**config.mk**
```make
export PLATFORM = sky130hd
export DESIGN_NAME = instr_fetch_queue
export DESIGN_NICKNAME = d
export VERILOG_FILES = /design/src/rtl/cpu_pkg.sv /design/src/rtl/ifq_fifo.sv /design/src/rtl/instr_fetch_queue.sv
export SDC_FILE = /design/constraint.sdc
export NUM_CORES = 1
export LEC_CHECK = 0
export CORE_MARGIN = 1
export CORE_UTILIZATION = 32
export DETAILED_ROUTE_END_ITERATION = 16
export PLACE_DENSITY = 0.57
export SKIP_CTS_REPAIR_TIMING = 1
export SLEW_MARGIN = 20
export SYNTH_ARGS = -nofsm -noshare
export SYNTH_HDL_FRONTEND = slang
export SYNTH_SLANG_ARGS = --single-unit
```
**constraint.sdc**
```tcl
create_clock -name clk -period 7.4 [get_ports clk]
set_input_delay 1.11 -clock clk [delete_from_list [all_inputs] [get_ports clk]]
set_output_delay 1.11 -clock clk [all_outputs]
set_load 0.02 [all_outputs]
```
**src/rtl/cpu_pkg.sv**
```systemverilog
// Shared types for the fetch front end: PC/instruction words,
// the buffered fetch entry and the fetch FSM state encoding.
package cpu_pkg;

   localparam int IFQ_ADDR_W = 7;
   localparam int PC_STEP    = 4;

   typedef logic [IFQ_ADDR_W-1:0] pc_t;
   typedef logic [31:0]           instr_t;

   typedef struct packed {
      instr_t instr;
      pc_t    pc_inc;
   } ifq_entry_t;

   typedef enum logic [1:0] {
      IDLE,
      REQ,
      WAIT,
      DRAIN
   } fetch_state_e;

endpackage

```
**src/rtl/ifq_fifo.sv**
```systemverilog
// Circular buffer of fetched words with push/pop/clear.
// Clear wins over push and pop in the same cycle.
module ifq_fifo
   import cpu_pkg::*;
#(
   parameter int DEPTH = 4,
   localparam int PTR_W = $clog2(DEPTH),
   localparam int CNT_W = PTR_W + 1
) (
   input  logic             clk,
   input  logic             reset,
   input  logic             push,
   input  ifq_entry_t       wdata,
   input  logic             pop,
   input  logic             clear,
   output ifq_entry_t       rdata,
   output logic [CNT_W-1:0] count,
   output logic             full,
   output logic             empty
);

   ifq_entry_t       mem [DEPTH];
   logic [PTR_W-1:0] wr_ptr;
   logic [PTR_W-1:0] rd_ptr;
   logic             do_push;
   logic             do_pop;

   assign empty   = (count == '0);
   assign full    = (count == CNT_W'(DEPTH));
   assign do_pop  = pop & ~empty;
   // a full buffer still accepts a push when a pop frees the slot
   assign do_push = push & (~full | do_pop);
   assign rdata   = mem[rd_ptr];

   always_ff @(posedge clk or negedge reset) begin
      if (!reset) begin
         wr_ptr <= '0;
         rd_ptr <= '0;
         count  <= '0;
      end else if (clear) begin
         wr_ptr <= '0;
         rd_ptr <= '0;
         count  <= '0;
      end else begin
         if (do_push)
            wr_ptr <= wr_ptr + 1'b1;
         if (do_pop)
            rd_ptr <= rd_ptr + 1'b1;
         count <= count + CNT_W'(do_push) - CNT_W'(do_pop);
      end
   end

   always_ff @(posedge clk) begin
      if (do_push & ~clear)
         mem[wr_ptr] <= wdata;
   end

endmodule

```
**src/rtl/instr_fetch_queue.sv**
```systemverilog
// Fetch front end: owns fetch PC, talks req/gnt/rvalid to imem, buffers words.
// Optional IFQ_BYPASS_EN forwards a returning word straight to decode.
module instr_fetch_queue
   import cpu_pkg::*;
#(
   parameter int                ADDR_W   = IFQ_ADDR_W,
   parameter int                DEPTH    = 4,
   parameter logic [ADDR_W-1:0] RESET_PC = '0
) (
   input  logic              clk,
   input  logic              reset,
   output logic              imem_req,
   output logic [ADDR_W-1:0] imem_addr,
   input  logic              imem_gnt,
   input  logic              imem_rvalid,
   input  logic [31:0]       imem_rdata,
   input  logic              redirect_valid,
   input  logic [ADDR_W-1:0] redirect_pc,
   output logic              if_valid,
   output logic [31:0]       if_instr,
   output logic [ADDR_W-1:0] if_pc_inc,
   input  logic              if_ready
);

   localparam int CNT_W = $clog2(DEPTH) + 1;

   fetch_state_e      state;
   fetch_state_e      state_nxt;
   logic [ADDR_W-1:0] fetch_pc;
   logic [CNT_W-1:0]  count;
   logic [CNT_W:0]    in_use;
   logic              full;
   logic              empty;
   logic              outstanding;
   logic              granted;
   logic              accept;
   logic              owed;
   logic              byp;
   logic              push;
   logic              pop;
   ifq_entry_t        head;
   ifq_entry_t        wentry;

   assign outstanding = (state == WAIT) | (state == DRAIN);
   assign in_use      = {1'b0, count} + (CNT_W+1)'(outstanding);
   assign imem_req    = (state == REQ) & (in_use < (CNT_W+1)'(DEPTH));
   assign imem_addr   = fetch_pc;
   assign granted     = imem_req & imem_gnt;
   assign accept      = (state == WAIT) & imem_rvalid;
   // a response is still owed after this cycle
   assign owed        = (outstanding & ~imem_rvalid) | granted;

`ifdef IFQ_BYPASS_EN
   assign byp = empty & accept & ~redirect_valid;
`else
   assign byp = 1'b0;
`endif

   assign push = accept & ~redirect_valid & ~(byp & if_ready)
               & (~full | pop);
   assign pop  = ~empty & if_ready & ~redirect_valid;

   // fetch_pc already points past the granted word
   assign wentry.instr  = imem_rdata;
   assign wentry.pc_inc = pc_t'(fetch_pc);

   ifq_fifo #(
      .DEPTH (DEPTH)
   ) u_fifo (
      .clk   (clk),
      .reset (reset),
      .push  (push),
      .wdata (wentry),
      .pop   (pop),
      .clear (redirect_valid),
      .rdata (head),
      .count (count),
      .full  (full),
      .empty (empty)
   );

   always_comb begin
      if_valid  = ~empty;
      if_instr  = empty ? '0 : head.instr;
      if_pc_inc = empty ? '0 : ADDR_W'(head.pc_inc);
      if (byp) begin
         if_valid  = 1'b1;
         if_instr  = imem_rdata;
         if_pc_inc = fetch_pc;
      end
   end

   always_comb begin
      state_nxt = state;
      unique case (state)
         IDLE:    state_nxt = REQ;
         REQ:     if (granted) state_nxt = WAIT;
         WAIT:    if (imem_rvalid) state_nxt = REQ;
         DRAIN:   if (imem_rvalid) state_nxt = REQ;
         default: state_nxt = IDLE;
      endcase
      if (redirect_valid)
         state_nxt = owed ? DRAIN : REQ;
   end

   always_ff @(posedge clk or negedge reset) begin
      if (!reset) begin
         state    <= IDLE;
         fetch_pc <= RESET_PC;
      end else begin
         state <= state_nxt;
         if (redirect_valid)
            fetch_pc <= redirect_pc & ~ADDR_W'(3);
         else if (granted)
            fetch_pc <= fetch_pc + ADDR_W'(PC_STEP);
      end
   end

endmodule

```
==> results by group, run 1 <==
Detailed routing
  – Remaining antenna violation count: 0
  – # DRC: 0
  – Wire per inst: ~17 um
  – WL final: ~12000 um
  – DR vias/cell: 4.620
  – Vias: about 3200
  – 1st-pass router iterations: 4
  – Initial DRC Count: between 200 and 250

Timing
  – Setup violators final: 0
  – Max Fclk: ~260 MHz
  – Worst setup slack after layout: roughly 3500 ps
  – Period utilization: approximately 53%
  – Count of pins over their slew limit: 0
  – Slew @ Worst Pin: 1063 ps
  – Hold WS: 558.5 ps
  – Setup TNS: 0 ps
  – Final period demand of the worst path: approximately 4000 ps
  – Hold Violations, Final: 0
  – Worst Skew: 11.86 ps
  – RSZ-0062 raised after global routing: false
  – Slew margin rel.: about 29%

Synthesis
  – Synthesis Warnings: 0
  – Mapped cell area: between 0.006 and 0.007 mm^2
  – Average size of a mapped cell: a little over 20 um^2
  – #FFs+latches synth: 162
  – Unique masters post-synth: 36
  – Register area share after synthesis: 74.06%
  – Cells after synthesis: 322

Floorplan
  – Core footprint: a little under 0.02 mm^2
  – Cell row count: 51
  – Die area: about 0.021 mm^2
  – Die Span X: ~140 um
  – Die H: between 100 and 150 um
  – # IOs: 93
  – Starting density of the core: around a third

Critical path
  – Critical path class: register to output pin
  – Worst r2r dst: u_fifo.mem[3][23]
  – Worst Path Required: between 6000 and 7000 ps
  – Setup crit end kind: output pin
  – Start of the worst register-to-register path: u_fifo.count[2]
  – Worst EP arrival: around 2800 ps
  – Critical path peak fanout: 37
  – Worst R2R Setup Slack: 4920 ps
  – CP startpoint kind: register
  – Reg2Reg Depth: 3

GRT
  – GRT overflow: 0
  – Initial antenna violation count: 1
  – Tot GR Track Use: roughly an eighth
  – Largest net degree at the start of global routing: 39
  – Vias in the first global route: ~3400
  – First-pass GRT wire length: about 18000 um

Clock tree
  – H-Tree Depth: 4
  – Deepest clock path buffer count: 2
  – Clk slew on worst S/H paths: around 70 ps
  – CTS sink cnt: 162
  – Clock root buffer: clkbuf_16
  – Num CTS Buffers: 17
  – CTS tree: done
  – Worst skew pair latency: ~420 ps

Cells and area
  – Share of cells above drive strength 1: 18.74%
  – Register area: approximately 0.0048 mm^2
  – Fill count: roughly 1800
  – Final net count: between 400 and 500
  – Area of the multi-input gates: around 0.0016 mm^2
  – Area Overhead vs Synth: 26.36%
  – Number of diodes: 0
  – Non-filler cells, final: between 600 and 700

Outcome
  – Status: finished clean

Placement
  – Post-placement setup slack: ~3400 ps
  – IO Port Bufs: 86
  – DP HPWL: slightly below 7000 um
  – Placer Congestion: between 0.6 and 0.7
  – Inst Count DP: 660

Pwr
  – Comb pwr share: around 28%
  – Leak: 2.601 nW
  – Max VDD drop: roughly 0.00015 V
  – Switching Share: between 20 and 30%
  – Seq pwr share: 40.6%
  – Sw power: between 700 and 800 uW
  – Pwr dens: 320.0 mW/mm^2
  – Int Pwr: about 1.8 mW
  – Overall Power: 2.618 mW
  – Clock share of power: between 30% and 40%

Worst hold path
  – Hold Path Depth: 2
  – Hold path start: u_fifo.rd_ptr[0]
  – Worst Hold Path EP: u_fifo.rd_ptr[0]
  – Worst Hold Class: register to register

Job
  – MaxCap Viol Count: 0
## critical path: stages, from the launching register on
cell and delay (ps):
dfrtp_2 380, buf_4 640, mux4_2 580, nor2b_1 160
clkdlybuf4s50_1 570
## metal layers
layer / vias up / wire (um) / part of all wire (%) / GRT usage, %
met5: - / 0 / 0 / 0
met4: 0 / 176 / 1.5 / 5.152
met3: 14 / 590 / 4.9 / 3.510
met2: 82 / 6174 / 51 / 20.95
met1: 1647 / 5128 / 42 / 14.77
li1: 1454 / - / - / -
## flip-flops by register name, summed over array words and instances (netlist names)
| name | count |
|---|---|
| imem_addr | 5 |
| u_fifo.rd_ptr | 2 |
| u_fifo.count | 3 |
| state | 2 |
| u_fifo.wr_ptr | 2 |
| u_fifo.mem | 148 |
## how the worst max path moves through the flow
| stage | startpoint | endpoint |
|---|---|---|
| 3_3_place_gp | redirect_valid | u_fifo.mem[0][17] |
| 6_report | u_fifo.rd_ptr[0] | if_instr[9] |
| 2_1_floorplan | if_ready | u_fifo.mem[0][10] |
| 5_1_grt | u_fifo.rd_ptr[0] | if_instr[26] |
| 3_5_place_dp | redirect_valid | u_fifo.mem[3][17] |
| 4_1_cts | u_fifo.rd_ptr[0] | if_instr[26] |
## layout make-up
type / count / area share (%)
sequential: 162 / 58.64
multi-input combinational: 137 / 19.07
timing repair buffer: 89 / 11.04
clock buffer: 18 / 5.246
tap: 265 / 4.053
clock inverter: 14 / 1.621
inverter: 7 / 0.3212
## power groups by stage
stage | combinational, mW | clock [mW] | sequential [mW]
after floorplan | 0.444 | 0 | 1.07
after detailed placement | 0.747 | 0 | 1.08
final | 0.726 | 0.828 | 1.06
after global routing | 0.788 | 0.884 | 1.07
after CTS | 0.749 | 0.853 | 1.06
after global placement | 0.742 | 0 | 1.08
## cell families after synthesis
family          count (synthesis)  synth area share (%)
flops                         162                 74.06
simple gates                   70                 6.919
mux                            40                 13.36
buf+inv                        26                 2.203
compound gates                 10                 1.005
fa+ha+maj                       9                 1.856
xor+xnor                        4                0.5413
other cells                     1               0.05793
## through the flow
step	cell area [um^2]	util, %
floorplan	6485	-
global placement	7589	38.61
detailed placement	7617	38.76
CTS	8179	41.62
global route	8180	41.62
finish	8180	41.62
## synthesized netlist by cell type (all sizes together)
cell / number / area (um^2)
a211o: 1 / 8.760
inv: 7 / 26.28
nand3: 4 / 20.02
mux2i: 2 / 20.02
or4: 2 / 15.01
fa: 1 / 20.02
conb: 1 / 3.750
nand4bb: 1 / 11.26
nor3b: 1 / 7.510
mux2: 1 / 11.26
and2: 4 / 25.02
clkbuf: 6 / 23.77
nor3: 1 / 5.000
nor4bb: 1 / 10.01
edfxtp: 148 / 4444
nand2: 4 / 15.01
a21oi: 1 / 5.000
nor4b: 3 / 47.54
xor2: 2 / 17.52
nor2b: 40 / 250.2
nand2b: 3 / 18.77
nor2: 6 / 22.52
o31ai: 1 / 7.510
ha: 8 / 100.1
o311ai: 1 / 8.760
buf: 13 / 92.58
mux4: 37 / 833.3
o21ai: 5 / 25.02
xnor2: 2 / 17.52
dfrtp: 14 / 350.3
a221o: 1 / 10.01
## cells in the final DEF, fill, tap and decap left out, types with 2 or more instances in the layout
cell / n
dfrtp_2: 2
nand2b_1: 3
clkinv_4: 4
nor2_1: 6
dfrtp_1: 12
inv_1: 7
nor2b_1: 40
nand3_1: 4
mux4_2: 37
conb_1: 4
ha_1: 8
edfxtp_1: 148
clkdlybuf4s50_1: 86
inv_6: 2
mux2i_1: 2
buf_4: 2
and2_2: 2
xor2_1: 2
o21ai_0: 5
or4_1: 2
clkbuf_16: 17
clkinvlp_4: 4
xnor2_1: 2
nand2_1: 4
and2_4: 2
Power figures use the tool's default switching activity.
==> run 2, diff against run 1 <==
PLACE_DENSITY = 0.59   (was 0.57)
clock period = 3.3 ns   (was 7.4 ns; I/O delays follow)
==> run 2 against run 1 <==
Net effect:
- die area is the same
- via count up 0.41%
- cell count grew 1.0%
- design area increased by 1.2%
- highest routed layer unchanged
- sequential power up 120%
- count of clock-buffer cells in the layout rose by 1
- critical path type unchanged
- power grew 130%
- wire length is 1.3% higher
- setup slack worse by 3300 ps
==> results by group, run 2 (synthesized netlist as in run 1, its figures left out) <==
Pwr
  – Leak: 2.667 nW
  – Max VDD drop: 0.0003489 V
  – Pwr dens: 718.8 mW/mm^2

Critical path
  – CP startpoint kind: register
  – Worst Path Required: between 2000 and 3000 ps
  – Worst EP arrival: about 2600 ps
  – Critical path depth: 4
  – Number of buffers and inverters on the critical path: 2
  – Critical path capture point: if_instr[13]
  – Critical path peak fanout: 17
  – Critical-path cell list: buf_4, mux4_2, nor2b_1, clkdlybuf4s50_1
  – Worst r2r dst: u_fifo.count[2]
  – Crit path max-delay family: buffers and inverters
  – Start of the worst register-to-register path: u_fifo.count[2]
  – Critical path class: register to output pin
  – Slowest stage delay, CP: roughly 670 ps
  – Worst R2R Setup Slack: between 1000 and 1500 ps
  – Crit path launch: u_fifo.rd_ptr[1]
  – Setup crit end kind: output pin
  – Slowest CP cell: dfrtp_2
  – Reg2Reg Depth: 9

Timing
  – Period utilization: ~90%
  – Final period demand of the worst path: 3043 ps
  – Setup violators final: 0
  – Slew margin rel.: between 50% and 60%
  – Max Fclk: 328.6 MHz
  – Hold Violations, Final: 0
  – Count of pins over their slew limit: 0
  – RSZ-0062 raised after global routing: false
  – Slew @ Worst Pin: 688.1 ps
  – Worst setup slack after layout: approximately 260 ps
  – Worst Skew: around 15 ps
  – Setup TNS: 0 ps

Clock tree
  – CTS tree: done
  – H-Tree Depth: 4
  – CTS sink cnt: approximately 160
  – Clock root buffer: clkbuf_16
  – Clk slew on worst S/H paths: roughly 70 ps
  – Worst skew pair latency: between 400 and 500 ps
  – Deepest clock path buffer count: 2
  – Num CTS Buffers: 17

Cells and area
  – Max reg flops: around 150
  – Area Overhead vs Synth: 27.87%
  – Final net count: 476
  – Share of cells above drive strength 1: 19.59%
  – Biggest register: u_fifo.mem
  – Most frequent cells in the layout: edfxtp_1 (148), clkdlybuf4s50_1 (86), nor2b_1 (40)
  – Commonest non-fill, non-tap cell in the layout: edfxtp_1
  – Number of diodes: 0

GRT
  – Largest net degree at the start of global routing: 39
  – Tot GR Track Use: 12.85%
  – Vias in the first global route: about 3500
  – GRT overflow: 0
  – First-pass GRT wire length: 19150 um
  – Initial antenna violation count: 0

Placement
  – DP HPWL: 6906 um
  – Placer Congestion: 0.7395
  – IO Port Bufs: 86
  – Post-placement setup slack: 598.7 ps

Detailed routing
  – 1st-pass router iterations: 5
  – DR vias/cell: 4.592
  – WL final: 12220 um
  – Remaining antenna violation count: 0
  – Vias: about 3200
  – Initial DRC Count: 156
  – # DRC: 0
  – Wire per inst: 17.48 um

Worst hold path
  – Worst Hold Class: input port to asynchronous set/reset pin

Floorplan
  – # IOs: 93
  – Core footprint: approximately 0.02 mm^2
  – Die H: 144.2 um
  – Die area: between 0.02 and 0.025 mm^2
  – Starting density of the core: between 30% and 40%
  – Cell row count: 51
  – Die Span X: about 140 um

Job
  – MaxCap Viol Count: 0

Outcome
  – Status: finished clean
## run 2: per-layer routing
layer	wire length, um	vias to the layer above	GRT usage [%]	part of all wire, %
met3	569	8	4.007	4.7
li1	-	1462	-	-
met5	0	-	0	0
met1	5213	1653	15.94	43
met2	6352	87	21.48	52
met4	86	0	3.823	0.70
## run 2: how the worst min path moves through the flow
stage / endpoint / from / slack (ps) / cells after the start
2_1_floorplan: imem_addr[2] / reset / 200 / 0
3_3_place_gp: u_fifo.wr_ptr[0] / u_fifo.wr_ptr[0] / 530 / 1
3_5_place_dp: u_fifo.wr_ptr[0] / u_fifo.wr_ptr[0] / 540 / 1
4_1_cts: state[1] / reset / 480 / 1
5_1_grt: state[1] / reset / 520 / 1
6_report: state[1] / reset / 490 / 1
## run 2: final cells by class
type                    instances  area [um^2]
well taps                     265        331.6
clock buffers                  19        432.9
inverters                       7        26.28
fillers                      1781        11380
flip-flops and latches        162         4797
clock inverters                12        138.9
repair buffers                 97        993.5
multi-input cells             137         1558
## run 2: metrics by stage
stage                     power [mW]  instances  hold slack (ps)  instance area [um^2]  util [%]
after floorplan                3.404        325            199.4                  6485         -
after global placement         4.101        668            526.2                  7706     39.21
after detailed placement       4.116        668            539.8                  7706     39.21
after CTS                      6.052        699            479.2                  8278     42.12
after global routing           6.241        699            522.6                  8278     42.12
final                          5.950        699            490.1                  8278     42.12
## run 2: where the power goes
group	leakage [nW]	internal [mW]	total, mW	switching (mW)
sequential	1.51	2.30	2.38	0.0746
combinational	0.878	0.810	1.65	0.841
clock	0.282	1.17	1.92	0.747
==> run 3, diff against run 2 <==
PLACE_DENSITY = not set   (was 0.59)
==> run 3 against run 2 <==
Net effect:
- design area decreased by 0.48%
- die area unchanged
- first-iteration DRC count is 16% higher
- count of clock-buffer cells in the layout down 1
- setup slack improved by 97 ps
- critical path depth stayed put
- non-clock buffer count increased by 3
- sequential power about the same
- cell count increased by 0.57%
- critical endpoint is now if_pc_inc[6]
==> results by group, run 3 (synthesized netlist as in run 1, its figures left out) <==
Cells and area
  – Area Overhead vs Synth: 27.25%
  – Most frequent cells in the layout: edfxtp_1 (148), clkdlybuf4s50_1 (86), nor2b_1 (40)
  – Commonest non-fill, non-tap cell in the layout: edfxtp_1
  – Biggest register: u_fifo.mem
  – Register area: ~0.0048 mm^2
  – Final net count: 479
  – Fill count: 1778
  – Number of diodes: 0
  – Share of cells above drive strength 1: between 20% and 30%
  – Max reg flops: between 100 and 150
  – Area of the multi-input gates: between 0.0015 and 0.002 mm^2

Timing
  – Slew margin rel.: around 53%
  – Slew @ Worst Pin: 697.4 ps
  – RSZ-0062 raised after global routing: false
  – Final period demand of the worst path: about 3000 ps
  – Period utilization: 89.27%
  – Worst setup slack after layout: between 300 and 400 ps
  – Max Fclk: 339.5 MHz
  – Hold Violations, Final: 0
  – Worst Skew: around 12 ps
  – Setup TNS: 0 ps
  – Setup violators final: 0
  – Count of pins over their slew limit: 0

Clock tree
  – Clock root buffer: clkbuf_16
  – Clk slew on worst S/H paths: ~70 ps
  – CTS tree: done
  – CTS sink cnt: around 160
  – Worst skew pair latency: about 420 ps
  – Num CTS Buffers: 17
  – Deepest clock path buffer count: 2
  – H-Tree Depth: 4

Detailed routing
  – Initial DRC Count: 181
  – # DRC: 0
  – Vias: about 3200
  – 1st-pass router iterations: 4
  – Wire per inst: roughly 17 um
  – DR vias/cell: about 4.6
  – Remaining antenna violation count: 0
  – WL final: approximately 12000 um

Floorplan
  – Cell row count: slightly above 50
  – # IOs: 93
  – Starting density of the core: 32.94%
  – Die Span X: 144.2 um
  – Die area: 0.02080 mm^2
  – Die H: approximately 140 um
  – Core footprint: 0.01965 mm^2

Pwr
  – Pwr dens: between 700 and 800 mW/mm^2
  – Leak: ~2.7 nW
  – Overall Power: ~5.9 mW
  – Max VDD drop: 0.0003590 V

Placement
  – IO Port Bufs: 86
  – DP HPWL: between 7000 and 8000 um
  – Placer Congestion: 0.7564
  – Post-placement setup slack: between 600 and 700 ps

Critical path
  – Setup crit end kind: output pin
  – Worst Path Required: around 2800 ps
  – Reg2Reg Depth: 9
  – Worst r2r dst: u_fifo.count[2]
  – Critical path capture point: if_pc_inc[6]
  – Start of the worst register-to-register path: u_fifo.count[2]
  – Worst R2R Setup Slack: ~1100 ps
  – Critical path peak fanout: 22
  – Worst EP arrival: 2450 ps
  – Crit path launch: u_fifo.rd_ptr[0]
  – Critical path class: register to output pin
  – CP startpoint kind: register

Outcome
  – Status: finished clean

GRT
  – Largest net degree at the start of global routing: 39
  – Vias in the first global route: 3462
  – Tot GR Track Use: 12.49%
  – GRT overflow: 0
  – Initial antenna violation count: 0
  – First-pass GRT wire length: ~19000 um

Job
  – MaxCap Viol Count: 0

Worst hold path
  – Worst Hold Class: input port to asynchronous set/reset pin
run 3: metrics by stage:
step	instances	util (%)	hold WS [ps]	instance area [um^2]
2_1_floorplan	325	-	199.4	6485
3_3_place_gp	671	39.07	525.7	7679
3_5_place_dp	671	39.07	559.9	7679
4_1_cts	703	41.91	508.3	8238
5_1_grt	703	41.91	538.2	8238
6_report	703	41.91	495.5	8238
run 3: layer usage:
metal | GRT usage, % | wire length, um
met1 | 15.85 | 5465
met2 | 20.47 | 5883
met3 | 3.245 | 527
met4 | 4.820 | 121
met5 | 0 | 0
run 3: critical path, cell delays in order (launching register included):
cell and delay, ps:
dfrtp_2 360, buf_4 400, mux4_2 560, nor2b_1 160, clkdlybuf4s50_1 570
run 3: worst min-delay path by stage:
stage	cells past startpoint	endpoint
after floorplan	0	imem_addr[2]
after global placement	1	u_fifo.wr_ptr[0]
after detailed placement	1	u_fifo.wr_ptr[0]
after CTS	1	state[1]
after global routing	1	u_fifo.wr_ptr[1]
final	1	u_fifo.wr_ptr[1]
run 3: where the power goes:
part	leakage (nW)	switching, mW	total [mW]	internal (mW)
sequential	1.51	0.0716	2.37	2.30
combinational	0.884	0.845	1.65	0.808
clock	0.262	0.780	1.83	1.05
total	2.65	1.70	5.85	4.16
run 3: area by class of cell:
| cell class | count | share of cell area, % |
|---|---|---|
| Multi-Input combinational cell | 137 | 18.91 |
| Clock buffer | 18 | 5.210 |
| Timing Repair Buffer | 100 | 11.73 |
| Sequential cell | 162 | 58.23 |
| Inverter | 7 | 0.3190 |
| Clock inverter | 14 | 1.580 |
| Tap cell | 265 | 4.025 |
